### src/rtl/exec_unit_if.sv
// Bundle between exec_unit and the instruction source / 4x8 register file.
// Carries the instruction handshake, the register-file read and write ports, and the flags.
interface exec_unit_if;
  // Handshake: an instruction transfers on a rising edge where instrValid && instrReady.
  // instrReady is high only while the unit is idle, and instr is ignored at other times.
  logic       instrValid;
  logic [7:0] instr;
  logic       instrReady;
  logic [1:0] sr1;
  logic [1:0] sr2;
  logic [7:0] rdData1;
  logic [7:0] rdData2;
  logic       write;
  logic [1:0] dr;
  logic [7:0] wrData;
  logic       flagZ;
  logic       flagC;
  logic       done;

  modport master (
    output instrValid, instr, rdData1, rdData2,
    input  instrReady, sr1, sr2, write, dr, wrData, flagZ, flagC, done
  );

  modport slave (
    input  instrValid, instr, rdData1, rdData2,
    output instrReady, sr1, sr2, write, dr, wrData, flagZ, flagC, done
  );
endinterface

### src/rtl/exec_unit.sv
// Multi-cycle execute/write-back stage: read operands, run the ALU, write back one result.
// Define EXEC_MUL_EN to add an 8-cycle shift-add multiplier for opcode 9 (otherwise opcode 9 is a NOP).
module exec_unit (
  input  logic          clk,
  input  logic          reset,
  exec_unit_if.slave    bus,
  output logic [2:0]    state_dbg
);

  typedef enum logic [2:0] {
    S_IDLE = 3'd0,
    S_READ = 3'd1,
    S_EXEC = 3'd2,
`ifdef EXEC_MUL_EN
    S_MUL  = 3'd3,
`endif
    S_WB   = 3'd4
  } state_t;

  state_t     state;
  logic [3:0] op;
  logic [7:0] a;
  logic [7:0] b;
  logic [7:0] res;
  logic       cout;
  logic       wr_op;
  logic [8:0] alu_sum;
  logic [7:0] alu_r;
  logic       alu_c;

  assign state_dbg = state;
  assign alu_sum   = {1'b0, a} + {1'b0, b};

`ifdef EXEC_MUL_EN
  assign wr_op = (op <= 4'h9);

  // prod holds {partial sum, unconsumed multiplier bits}; one multiplier bit retires per cycle.
  logic [15:0] prod;
  logic [2:0]  mul_cnt;
  logic [8:0]  mul_sum;
  logic [15:0] prod_next;
  assign mul_sum   = {1'b0, prod[15:8]} + (prod[0] ? {1'b0, a} : 9'h000);
  assign prod_next = {mul_sum, prod[7:1]};
`else
  assign wr_op = (op <= 4'h8);
`endif

  always_comb begin
    alu_r = 8'h00;
    alu_c = 1'b0;
    case (op)
      4'h0: begin alu_r = alu_sum[7:0]; alu_c = alu_sum[8]; end
      4'h1: begin alu_r = a - b; alu_c = (a < b); end
      4'h2: alu_r = a & b;
      4'h3: alu_r = a | b;
      4'h4: alu_r = a ^ b;
      4'h5: alu_r = ~a;
      4'h6: begin alu_r = {a[6:0], 1'b0}; alu_c = a[7]; end
      4'h7: begin alu_r = {1'b0, a[7:1]}; alu_c = a[0]; end
      4'h8: alu_r = b;
      default: ;
    endcase
  end

  always_ff @(posedge clk) begin
    if (reset) begin
      state          <= S_IDLE;
      op             <= 4'h0;
      a              <= 8'h00;
      b              <= 8'h00;
      res            <= 8'h00;
      cout           <= 1'b0;
      bus.instrReady <= 1'b1;
      bus.sr1        <= 2'b00;
      bus.sr2        <= 2'b00;
      bus.write      <= 1'b0;
      bus.dr         <= 2'b00;
      bus.wrData     <= 8'h00;
      bus.flagZ      <= 1'b0;
      bus.flagC      <= 1'b0;
      bus.done       <= 1'b0;
`ifdef EXEC_MUL_EN
      prod           <= 16'h0000;
      mul_cnt        <= 3'd0;
`endif
    end else begin
      bus.write <= 1'b0;
      bus.done  <= 1'b0;
      case (state)
        S_IDLE: begin
          if (bus.instrValid) begin
            op             <= bus.instr[7:4];
            bus.sr1        <= bus.instr[3:2];
            bus.sr2        <= bus.instr[1:0];
            bus.instrReady <= 1'b0;
            state          <= S_READ;
          end
        end
        S_READ: begin
          a     <= bus.rdData1;
          b     <= bus.rdData2;
          state <= S_EXEC;
        end
        S_EXEC: begin
          res  <= alu_r;
          cout <= alu_c;
`ifdef EXEC_MUL_EN
          if (op == 4'h9) begin
            prod    <= {8'h00, b};
            mul_cnt <= 3'd0;
            state   <= S_MUL;
          end else
`endif
          begin
            // write/done are registered so they rise exactly in the WB cycle.
            bus.done  <= 1'b1;
            bus.write <= wr_op;
            if (wr_op) begin
              bus.dr     <= bus.sr1;
              bus.wrData <= alu_r;
            end
            state <= S_WB;
          end
        end
`ifdef EXEC_MUL_EN
        S_MUL: begin
          prod    <= prod_next;
          mul_cnt <= mul_cnt + 3'd1;
          if (mul_cnt == 3'd7) begin
            res        <= prod_next[7:0];
            cout       <= |prod_next[15:8];
            bus.dr     <= bus.sr1;
            bus.wrData <= prod_next[7:0];
            bus.write  <= 1'b1;
            bus.done   <= 1'b1;
            state      <= S_WB;
          end
        end
`endif
        S_WB: begin
          if (wr_op) begin
            bus.flagZ <= (res == 8'h00);
            bus.flagC <= cout;
          end
          bus.instrReady <= 1'b1;
          state          <= S_IDLE;
        end
        default: state <= S_IDLE;
      endcase
    end
  end

endmodule

### src/flat_wrapper.sv
// flat-port wrapper written by rule: the top's interface ports become plain ports
module exec_unit_flat 
  (clk, reset, state_dbg, bus_instrValid, bus_instr, bus_rdData1, bus_rdData2, bus_instrReady, bus_sr1, bus_sr2, bus_write, bus_dr, bus_wrData, bus_flagZ, bus_flagC, bus_done);
  exec_unit_if bus_i ();
  input  logic clk;
  input  logic reset;
  output logic [2:0] state_dbg;
  input wire logic [$bits(bus_i.instrValid)-1:0] bus_instrValid;
  input wire logic [$bits(bus_i.instr)-1:0] bus_instr;
  input wire logic [$bits(bus_i.rdData1)-1:0] bus_rdData1;
  input wire logic [$bits(bus_i.rdData2)-1:0] bus_rdData2;
  output wire logic [$bits(bus_i.instrReady)-1:0] bus_instrReady;
  output wire logic [$bits(bus_i.sr1)-1:0] bus_sr1;
  output wire logic [$bits(bus_i.sr2)-1:0] bus_sr2;
  output wire logic [$bits(bus_i.write)-1:0] bus_write;
  output wire logic [$bits(bus_i.dr)-1:0] bus_dr;
  output wire logic [$bits(bus_i.wrData)-1:0] bus_wrData;
  output wire logic [$bits(bus_i.flagZ)-1:0] bus_flagZ;
  output wire logic [$bits(bus_i.flagC)-1:0] bus_flagC;
  output wire logic [$bits(bus_i.done)-1:0] bus_done;
  assign bus_i.instrValid = bus_instrValid;
  assign bus_i.instr = bus_instr;
  assign bus_i.rdData1 = bus_rdData1;
  assign bus_i.rdData2 = bus_rdData2;
  assign bus_instrReady = bus_i.instrReady;
  assign bus_sr1 = bus_i.sr1;
  assign bus_sr2 = bus_i.sr2;
  assign bus_write = bus_i.write;
  assign bus_dr = bus_i.dr;
  assign bus_wrData = bus_i.wrData;
  assign bus_flagZ = bus_i.flagZ;
  assign bus_flagC = bus_i.flagC;
  assign bus_done = bus_i.done;
  exec_unit u_core (.clk(clk), .reset(reset), .bus(bus_i), .state_dbg(state_dbg));
endmodule
### config.mk
export PLATFORM = sky130hd
export DESIGN_NAME = exec_unit_flat
export DESIGN_NICKNAME = d
export VERILOG_FILES = /design/src/rtl/exec_unit_if.sv /design/src/rtl/exec_unit.sv /design/src/flat_wrapper.sv
export SDC_FILE = /design/constraint.sdc
export NUM_CORES = 1
export LEC_CHECK = 0
export CORE_MARGIN = 5
export CORE_UTILIZATION = 55
export DETAILED_ROUTE_END_ITERATION = 8
export PLACE_DENSITY_LB_ADDON = 0.25
export SETUP_SLACK_MARGIN = 0.5
export SYNTH_ARGS = -nofsm -noshare
export SYNTH_HDL_FRONTEND = slang
export SYNTH_SLANG_ARGS = --single-unit
### constraint.sdc
create_clock -name clk -period 2.9 [get_ports clk]
set_clock_uncertainty 0.05 [all_clocks]
set_input_delay 0.58 -clock clk [delete_from_list [all_inputs] [get_ports clk]]
set_output_delay 0.58 -clock clk [all_outputs]
set_load 0.02 [all_outputs]
; Word-level counts from Yosys, hierarchy flattened
; Cells that the tools add are included.
[totals]
reg_bits = 51
n_memories = 0
wordCells = 52
mem_bits_rw = 0
inputBits = 27
latchBits = 0
out_inout_bits = 22
romBits = 0
[op_classes]
div_mod_pow = 0
reduce_logical = 9
order_cmp = 2
mux = 7
bitwise_logic = 5
eq_ne = 12
n_mul = 0
addsub = 2
shifts = 0
[ops]
columns = op, count
row1 = $pmux 8 s9, 1
row2 = $eq 4x3->1 const B, 4
row3 = $add 8x8->9, 1
row4 = $pmux 3 s3, 1
row5 = $and 8x8->8, 1
row6 = $eq 4x2->1 const B, 2
row7 = $logic_not 8->1, 1
row8 = $lt 8x8->1, 1
row9 = $not 8->8, 1
row10 = $or 8x8->8, 1
row11 = $reduce_and 2->1, 4
row12 = $sub 8x8->8, 1
row13 = $xor 8x8->8, 1
row14 = $eq 4x1->1 const B, 1
row15 = $eq 4x4->1 const B, 1
row16 = $le 4x4->1 const B, 1
row17 = $logic_not 4->1, 1
row18 = $pmux 1 s4, 1
row19 = $eq 3x1->1 const B, 1
row20 = $eq 3x2->1 const B, 1
row21 = $eq 3x3->1 const B, 1
row22 = $logic_not 3->1, 1
row23 = $mux 3, 1
row24 = $mux 1, 2
row25 = other kinds (5), 5

; Logic depth before layout (Yosys ltp)
; Gate-level depths: netlist of run 1.
[depth]
word_depth = 3
ltp_mapped = 9
depth_no_buf = 9

; Worst setup path after synthesis of run 1
; No wires, ideal clock.
[synth_timing]
path_kind = reg-to-reg
start = reg u_core.a[1]
end = reg u_core.bus.wrData[5]
stages_incl_launch_ff = 9
arrival_ns = 1.997
setup_time_ns = 0.135
t_required_ns = 2.715
synth_period_minus_slack_ns = 2.183
path_slack_ns = 0.717
path_cell_list = dfxtp_1 -> inv_1 -> ha_1 -> a211oi_1 -> or3b_1 -> a211o_1 -> and4_1 -> nor3_2 -> a211oi_1
[synth_via]
elab_chain_len = 2
word_cells_on_any_way = 3
[synth_lines]
columns = item, line_no
row1 = from (decl), exec_unit.sv:22  ; logic [7:0] a;
row2 = from (signal assigned), exec_unit.sv:100  ; a <= bus.rdData1;
row3 = $sub 8x8->8 / $add 8x8->9 (equally long branches), "exec_unit.sv:53, exec_unit.sv:32"
row4 = $pmux 8 s9 (*), exec_unit.sv:51  ; case (op)
row5 = to (signal assigned), exec_unit.sv:120  ; bus.wrData <= alu_r;
row6 = to (decl), exec_unit_if.sv:27  ; output instrReady, sr1, sr2, write, dr, wrData, flagZ, flagC, done
; Mark *: on every way between the ends. The rest lies on a longest branch, timed or not.
; A chain may end at the register's enable or synchronous reset.

; Worst setup path in the final report of run 1
[layout_timing]
start = reg u_core.a[0]
end = reg u_core.bus.wrData[6]
; Same word-level chain as after synthesis.

==> results of run 1 <==
-- flip-flops by register name, indices dropped and copies added, names as in the netlist, 2 cells and up --
signal             flops
u_core.op              4
u_core.bus.dr          2
u_core.state_dbg       3
u_core.b               8
u_core.bus.wrData      8
u_core.bus.sr1         2
u_core.res             8
u_core.bus.sr2         2
u_core.a               8
-- cells in the final DEF, fill, tap and decap left out, types with 4 or more instances in the layout --
cell and n:
nand2_1 75, buf_4 11, a211oi_1 6, nand2b_1 8, o21ai_0 15, nand3b_1 4
mux2i_1 12, nand3_1 4, o21ai_1 7, ha_1 21, dfxtp_1 40, nor4_1 6
inv_1 26, a21oi_1 46, nor2_1 34, clkbuf_8 5, clkdlybuf4s50_1 48, dfxtp_2 9
nor3_1 7, nor2b_1 6
-- worst max-delay path, stage by stage (launching register included) --
cell      delay (ns)
dfxtp_2         0.38
inv_1           0.07
ha_1            0.21
fa_2            0.37
o21ba_2         0.22
or2_1           0.23
nand2_1         0.10
a221oi_1        0.09
o21a_1          0.27
o31ai_2         0.22
-- timing repair --
item	4_1_cts	5_1_grt
setup endpoints to repair	2	12
pin swaps	0	2
resized for setup	3	20
buffers inserted	0	0
-- where the power goes --
group / leakage, nW / internal (mW) / switching (mW) / total [mW]
combinational: 0.935 / 0.171 / 0.217 / 0.388
sequential: 0.420 / 0.729 / 0.0389 / 0.768
clock: 0.0412 / 0.169 / 0.235 / 0.404
-- kinds of logic (layout without fill, tap and decap cells) --
group,Yosys count,count (layout)
fa+ha+maj,26,26
simple gates,162,162
buf+inv,49,93
xor+xnor,2,2
flops,51,51
compound gates,115,115
mux,14,14
-- stage by stage --
step	area, µm²	instances	setup WS, ns	util
after floorplan	3270	419	0.717	-
after global placement	3800	530	0.533	0.649
after detailed placement	3800	530	0.491	0.649
after CTS	3890	538	0.494	0.664
after global routing	3930	538	0.507	0.671
final	3930	538	0.614	0.671
-- layout make-up --
type | instances | area (µm²)
clock buffer | 6 | 72.6
tap | 75 | 93.8
clock inverter | 2 | 12.5
multi-input combinational | 319 | 2050
sequential | 51 | 1040
fill | 498 | 1930
timing repair buffer | 59 | 563
inverter | 26 | 97.6
-- worst paths after layout --
| kind | startpoint | slack [ns] | endpoint |
|---|---|---|---|
| max reg2reg | u_core.a[0]$_SDFFE_PP0N_ | 0.61 | u_core.bus.wrData[6]$_SDFFE_PP0P_ |
| min reg2reg | u_core.bus.sr2[0]$_SDFFE_PP0P_ | 0.41 | u_core.bus.sr2[0]$_SDFFE_PP0P_ |
| max | u_core.a[0]$_SDFFE_PP0N_ | 0.61 | u_core.bus.wrData[6]$_SDFFE_PP0P_ |
| min | u_core.bus.sr2[0]$_SDFFE_PP0P_ | 0.41 | u_core.bus.sr2[0]$_SDFFE_PP0P_ |
-- layer usage --
metal  global-route usage  vias up
met5                    0        -
met4               0.0737        0
met2                0.386      113
met1                0.319     1476
li1                     -     1550
met3               0.0416       21
==> impl_metrics.csv, run 1 <==
group,metric,value,unit
outcome,status,"finished, final reports clean",
routing,first_iter_violations,277,
power_and_ir_drop,p_leak,1.40,nW
clock_tree,postCtsHoldBufs,0,
sta,timing.final.crit_share,0.788,
global_route,antenna_found_initial,0,
setup_path,crit_arrival,2.46,ns
routing,wirelength,8.83,mm
global_route,grt_pass1_wl,14.4,mm
sta,slew_headroom,0.379,
routing,num_vias,3160,
sta,drv_slew,0,
synthesis,ys_seq_elements,51,
setup_path,critPathKind,"register to register",
synthesis,synth_edf_count,0,
layout,antennaDiodeCount,0,
clock_tree,numCtsBuffers,5,
clock_tree,clockRootBuffer,"clkbuf_8",
layout,finalNetCount,515,
routing,antenna_left,0,
sta,grt_setup_unrepaired,"no",
synthesis,yosys_most_used_dff,"dfxtp_1",
synthesis,seq_area_frac_synth,0.312,
setup_path,critPathLaunchType,"register",
routing,wl_met3,613,µm
power_and_ir_drop,finalPower,1.56,mW
power_and_ir_drop,power_density,398,nW/µm²
synthesis,synth_compound_area_frac,0.225,
clock_tree,clkTransAtPathRegs,0.09,ns
floorplan,fp-row-count,28,
place,gp_congestion,0.946,
sta,hold_ws,0.407,ns
routing,wl_met1,3.89,mm
global_route,grt_max_degree,33,
flow_run,maxCapViolations,0,
hold_path,worstHoldPathType,"register to register",
routing,top_layer,"met4",
synthesis,synthTopCellsByCount,"nand2_1, dfxtp_1, a21oi_1",
synthesis,synth_top_area_frac,0.312,
global_route,grt_pass1_vias,3065,
setup_path,worstPathRequired,3.07,ns
routing,met2_length,4.16,mm
setup_path,end_kind,"register",
sta,hold_viol,0,
synthesis,synth_top_area_cell,"dfxtp_1",
clock_tree,htreeDepth,2,
clock_tree,cts_tree,"done",
synthesis,synthSimpleGateAreaFrac,0.239,
sta,fmax,0.437,GHz
setup_path,rr_worst_depth,9,
setup_path,worstPathMaxFanout,6,
synthesis,synth_top_family_by_area,"simple AND/OR/NAND/NOR gates",
synthesis,syn-instance-count,419,
floorplan,coreArea,5850,µm²
global_route,grt.total_usage,0.237,
floorplan,initial_core_util,0.559,
sta,final.min_clock_period,2.29,ns
synthesis,synth.most_common_cell,"nand2_1",
layout,synthToLayoutAreaGrowth,20.1,%
place,hpwl,6.76,mm
hold_path,holdPathStages,2,
synthesis,avgSynthCellArea,7.80,µm²
routing,wire_per_inst,16.4,µm
floorplan,io_pins,49,
synthesis,async_flop_share,0,
sta,worst_slew_pin_slew,0.927,ns
global_route,grt_overflow_total,0,
synthesis,synth_xor_area_frac,0.00536,
synthesis,synth_fa_ha_area_frac,0.104,
synthesis,synthTopCellsByArea,"dfxtp_1, ha_1, nand2_1",
power_and_ir_drop,peakVddDrop,0.282,mV
clock_tree,clk_latency,0.30,ns
routing,drc,0,
synthesis,synth.area.mux_share,0.0436,
synthesis,ys_types,62,
synthesis,netlist_area,3270,µm²
routing,firstDrtPassIters,5,
clock_tree,cts_sinks,51,
floorplan,die_x,87.1,µm
layout,drive_gt1_frac,0.110,
routing,routed_via_density,5.87,
sta,setup_tns,0,ns
synthesis,synth.net_count,472,
clock_tree,clockBufferDepth,2,
place,numPortBuffers,48,
floorplan,die_h,87.1,µm
synthesis,ys_warn_count,0,
sta,setup_viol,0,
floorplan,die_area,7580,µm²
No activity file was read; power rests on OpenSTA's default activity.
==> run 2: changes to the inputs <==
- clock period: 2.9 -> 2.31 ns (I/O delays scaled with it)
==> run 2 against run 1 <==
Core utilization grew 11 points; critical path type unchanged; non-clock buffer count is 40 higher; combinational power grew 74%; sequential share of layout area fell by 3.3 points; clock power increased by 42%; wire length rose by 20%; via count rose by 11%; die area unchanged; worst setup slack worse by 0.45 ns; critical path depth shrank 1.
==> impl_metrics.csv, run 2 (synthesis gave the netlist of run 1 again) <==
group,metric,value,unit
routing,num_vias,3523,
routing,routed_via_density,6.10,
clock_tree,clockBufferDepth,2,
setup_path,critPathLaunchType,"register",
hold_path,worstHoldPathType,"register to register",
place,post-place-ws,0.128,ns
layout,layout_commonest_cell,"nand2_1",
clock_tree,htreeDepth,2,
sta,hold_viol,0,
power_and_ir_drop,peakVddDrop,0.393,mV
clock_tree,clk_latency,0.32,ns
floorplan,initial_core_util,0.559,
global_route,grt_overflow_total,0,
sta,setup_tns,0,ns
setup_path,end_kind,"register",
setup_path,r2r-start,"u_core.a[0]$_SDFFE_PP0N_",
sta,grt_setup_unrepaired,"yes",
routing,wirelength,10.6,mm
global_route,grt.total_usage,0.274,
floorplan,fp-row-count,28,
sta,hold_ws,0.405,ns
place,numPortBuffers,48,
routing,first_iter_violations,364,
sta,worst_slew_pin_slew,0.505,ns
clock_tree,postCtsHoldBufs,0,
floorplan,die_h,87.1,µm
floorplan,die_x,87.1,µm
layout,layout_common_cells,"nand2_1, buf_4, a21oi_1, dfxtp_1",
setup_path,worstReg2RegEnd,"u_core.res[6]$_SDFFE_PP0P_",
setup_path,rr_worst_depth,8,
clock_tree,cts_tree,"done",
sta,postLayoutSetupSlackWorst,0.160,ns
hold_path,holdPathStages,2,
layout,antennaDiodeCount,0,
floorplan,die_area,7580,µm²
clock_tree,clockRootBuffer,"clkbuf_8",
floorplan,coreArea,5850,µm²
sta,drv_slew,0,
outcome,status,"finished, final reports clean",
sta,slew_headroom,0.661,
power_and_ir_drop,p_leak,1.85,nW
layout,stdcell_count,578,
hold_path,worstHoldStart,"u_core.bus.wrData[2]$_SDFFE_PP0P_",
routing,firstDrtPassIters,5,
sta,setup_viol,0,
global_route,grt_max_degree,34,
hold_path,hold-path-endpoint,"u_core.bus.wrData[2]$_SDFFE_PP0P_",
layout,drive_gt1_frac,0.280,
place,hpwl,6.85,mm
setup_path,worstPathRequired,2.46,ns
layout,finalNetCount,555,
global_route,grt_pass1_wl,16.5,mm
floorplan,io_pins,49,
routing,drc,0,
setup_path,crit_arrival,2.30,ns
layout,synthToLayoutAreaGrowth,39.9,%
power_and_ir_drop,power_density,481,nW/µm²
routing,antenna_left,0,
setup_path,worstPathMaxFanout,3,
flow_run,maxCapViolations,0,
place,numPlacedInstances,541,
routing,wire_per_inst,18.3,µm
clock_tree,numCtsBuffers,5,
setup_path,reg2reg_slack,0.16,ns
global_route,antenna_found_initial,0,
sta,final.min_clock_period,2.15,ns
place,gp_congestion,1.02,
sta,timing.final.crit_share,0.931,
clock_tree,cts_sinks,51,
global_route,grt_pass1_vias,3390,
clock_tree,clkTransAtPathRegs,0.11,ns
setup_path,critPathKind,"register to register",
sta,fmax,0.465,GHz
[run 2: worst max-delay path by stage]
stage / startpoint / endpoint / slack, ns / cells past startpoint
2_1_floorplan: u_core.a[0]$_SDFFE_PP0N_ / u_core.bus.wrData[6]$_SDFFE_PP0P_ / 0.32 / 9
3_3_place_gp: u_core.b[1]$_SDFFE_PP0N_ / u_core.res[3]$_SDFFE_PP0P_ / 0.16 / 9
3_5_place_dp: u_core.b[1]$_SDFFE_PP0N_ / u_core.res[3]$_SDFFE_PP0P_ / 0.13 / 9
4_1_cts: u_core.b[1]$_SDFFE_PP0N_ / u_core.bus.wrData[5]$_SDFFE_PP0P_ / 0.20 / 8
5_1_grt: u_core.a[0]$_SDFFE_PP0N_ / u_core.res[6]$_SDFFE_PP0P_ / 0.10 / 8
6_report: u_core.a[0]$_SDFFE_PP0N_ / u_core.res[6]$_SDFFE_PP0P_ / 0.16 / 8
[run 2: through the flow]
step | power, mW | instance area, µm² | utilization
after detailed placement | 1.51 | 4000 | 0.684
after CTS | 2.14 | 4440 | 0.760
after global routing | 2.29 | 4570 | 0.782
after global placement | 1.50 | 4000 | 0.684
final | 2.20 | 4570 | 0.782
after floorplan | 1.32 | 3380 | -
[run 2: area by class of cell]
type,count,area [µm²]
Timing Repair Buffer,99,901
Clock inverter,3,26.3
Clock buffer,5,68.8
Multi-Input combinational cell,319,2320
Tap cell,75,93.8
Sequential cell,51,1060
Fill cell,400,1280
Inverter,26,108
[run 2: repair_timing]
action	4_1_cts	5_1_grt
pin swaps	25	12
endpoints found under the hold margin	0	0
resized for setup	56	29
setup endpoints to repair	23	27
setup buffers	25	4
[run 2: per-layer routing]
metal / wire length [µm] / vias to the layer above / global-route usage / part of all wire
met1: 4200 / 1659 / 0.354 / 0.40
met3: 881 / 42 / 0.0492 / 0.083
met2: 5150 / 199 / 0.462 / 0.49
met5: 0 / - / 0 / 0
met4: 365 / 0 / 0.0850 / 0.034
li1: - / 1623 / - / -
[run 2: critical path: stages (launching register included)]
cell	delay (ns)
dfxtp_4	0.39
inv_4	0.04
ha_4	0.16
fa_2	0.38
o21ba_4	0.22
or2_4	0.25
a311oi_1	0.26
o21a_1	0.20
a211oi_2	0.07
[run 2: power breakdown]
group          switching, mW  total (mW)  leakage [nW]  internal, mW
clock                  0.350       0.574        0.0491         0.224
combinational          0.362       0.677          1.38         0.314
sequential            0.0355       0.948         0.423         0.912
total                  0.748        2.20          1.85          1.45
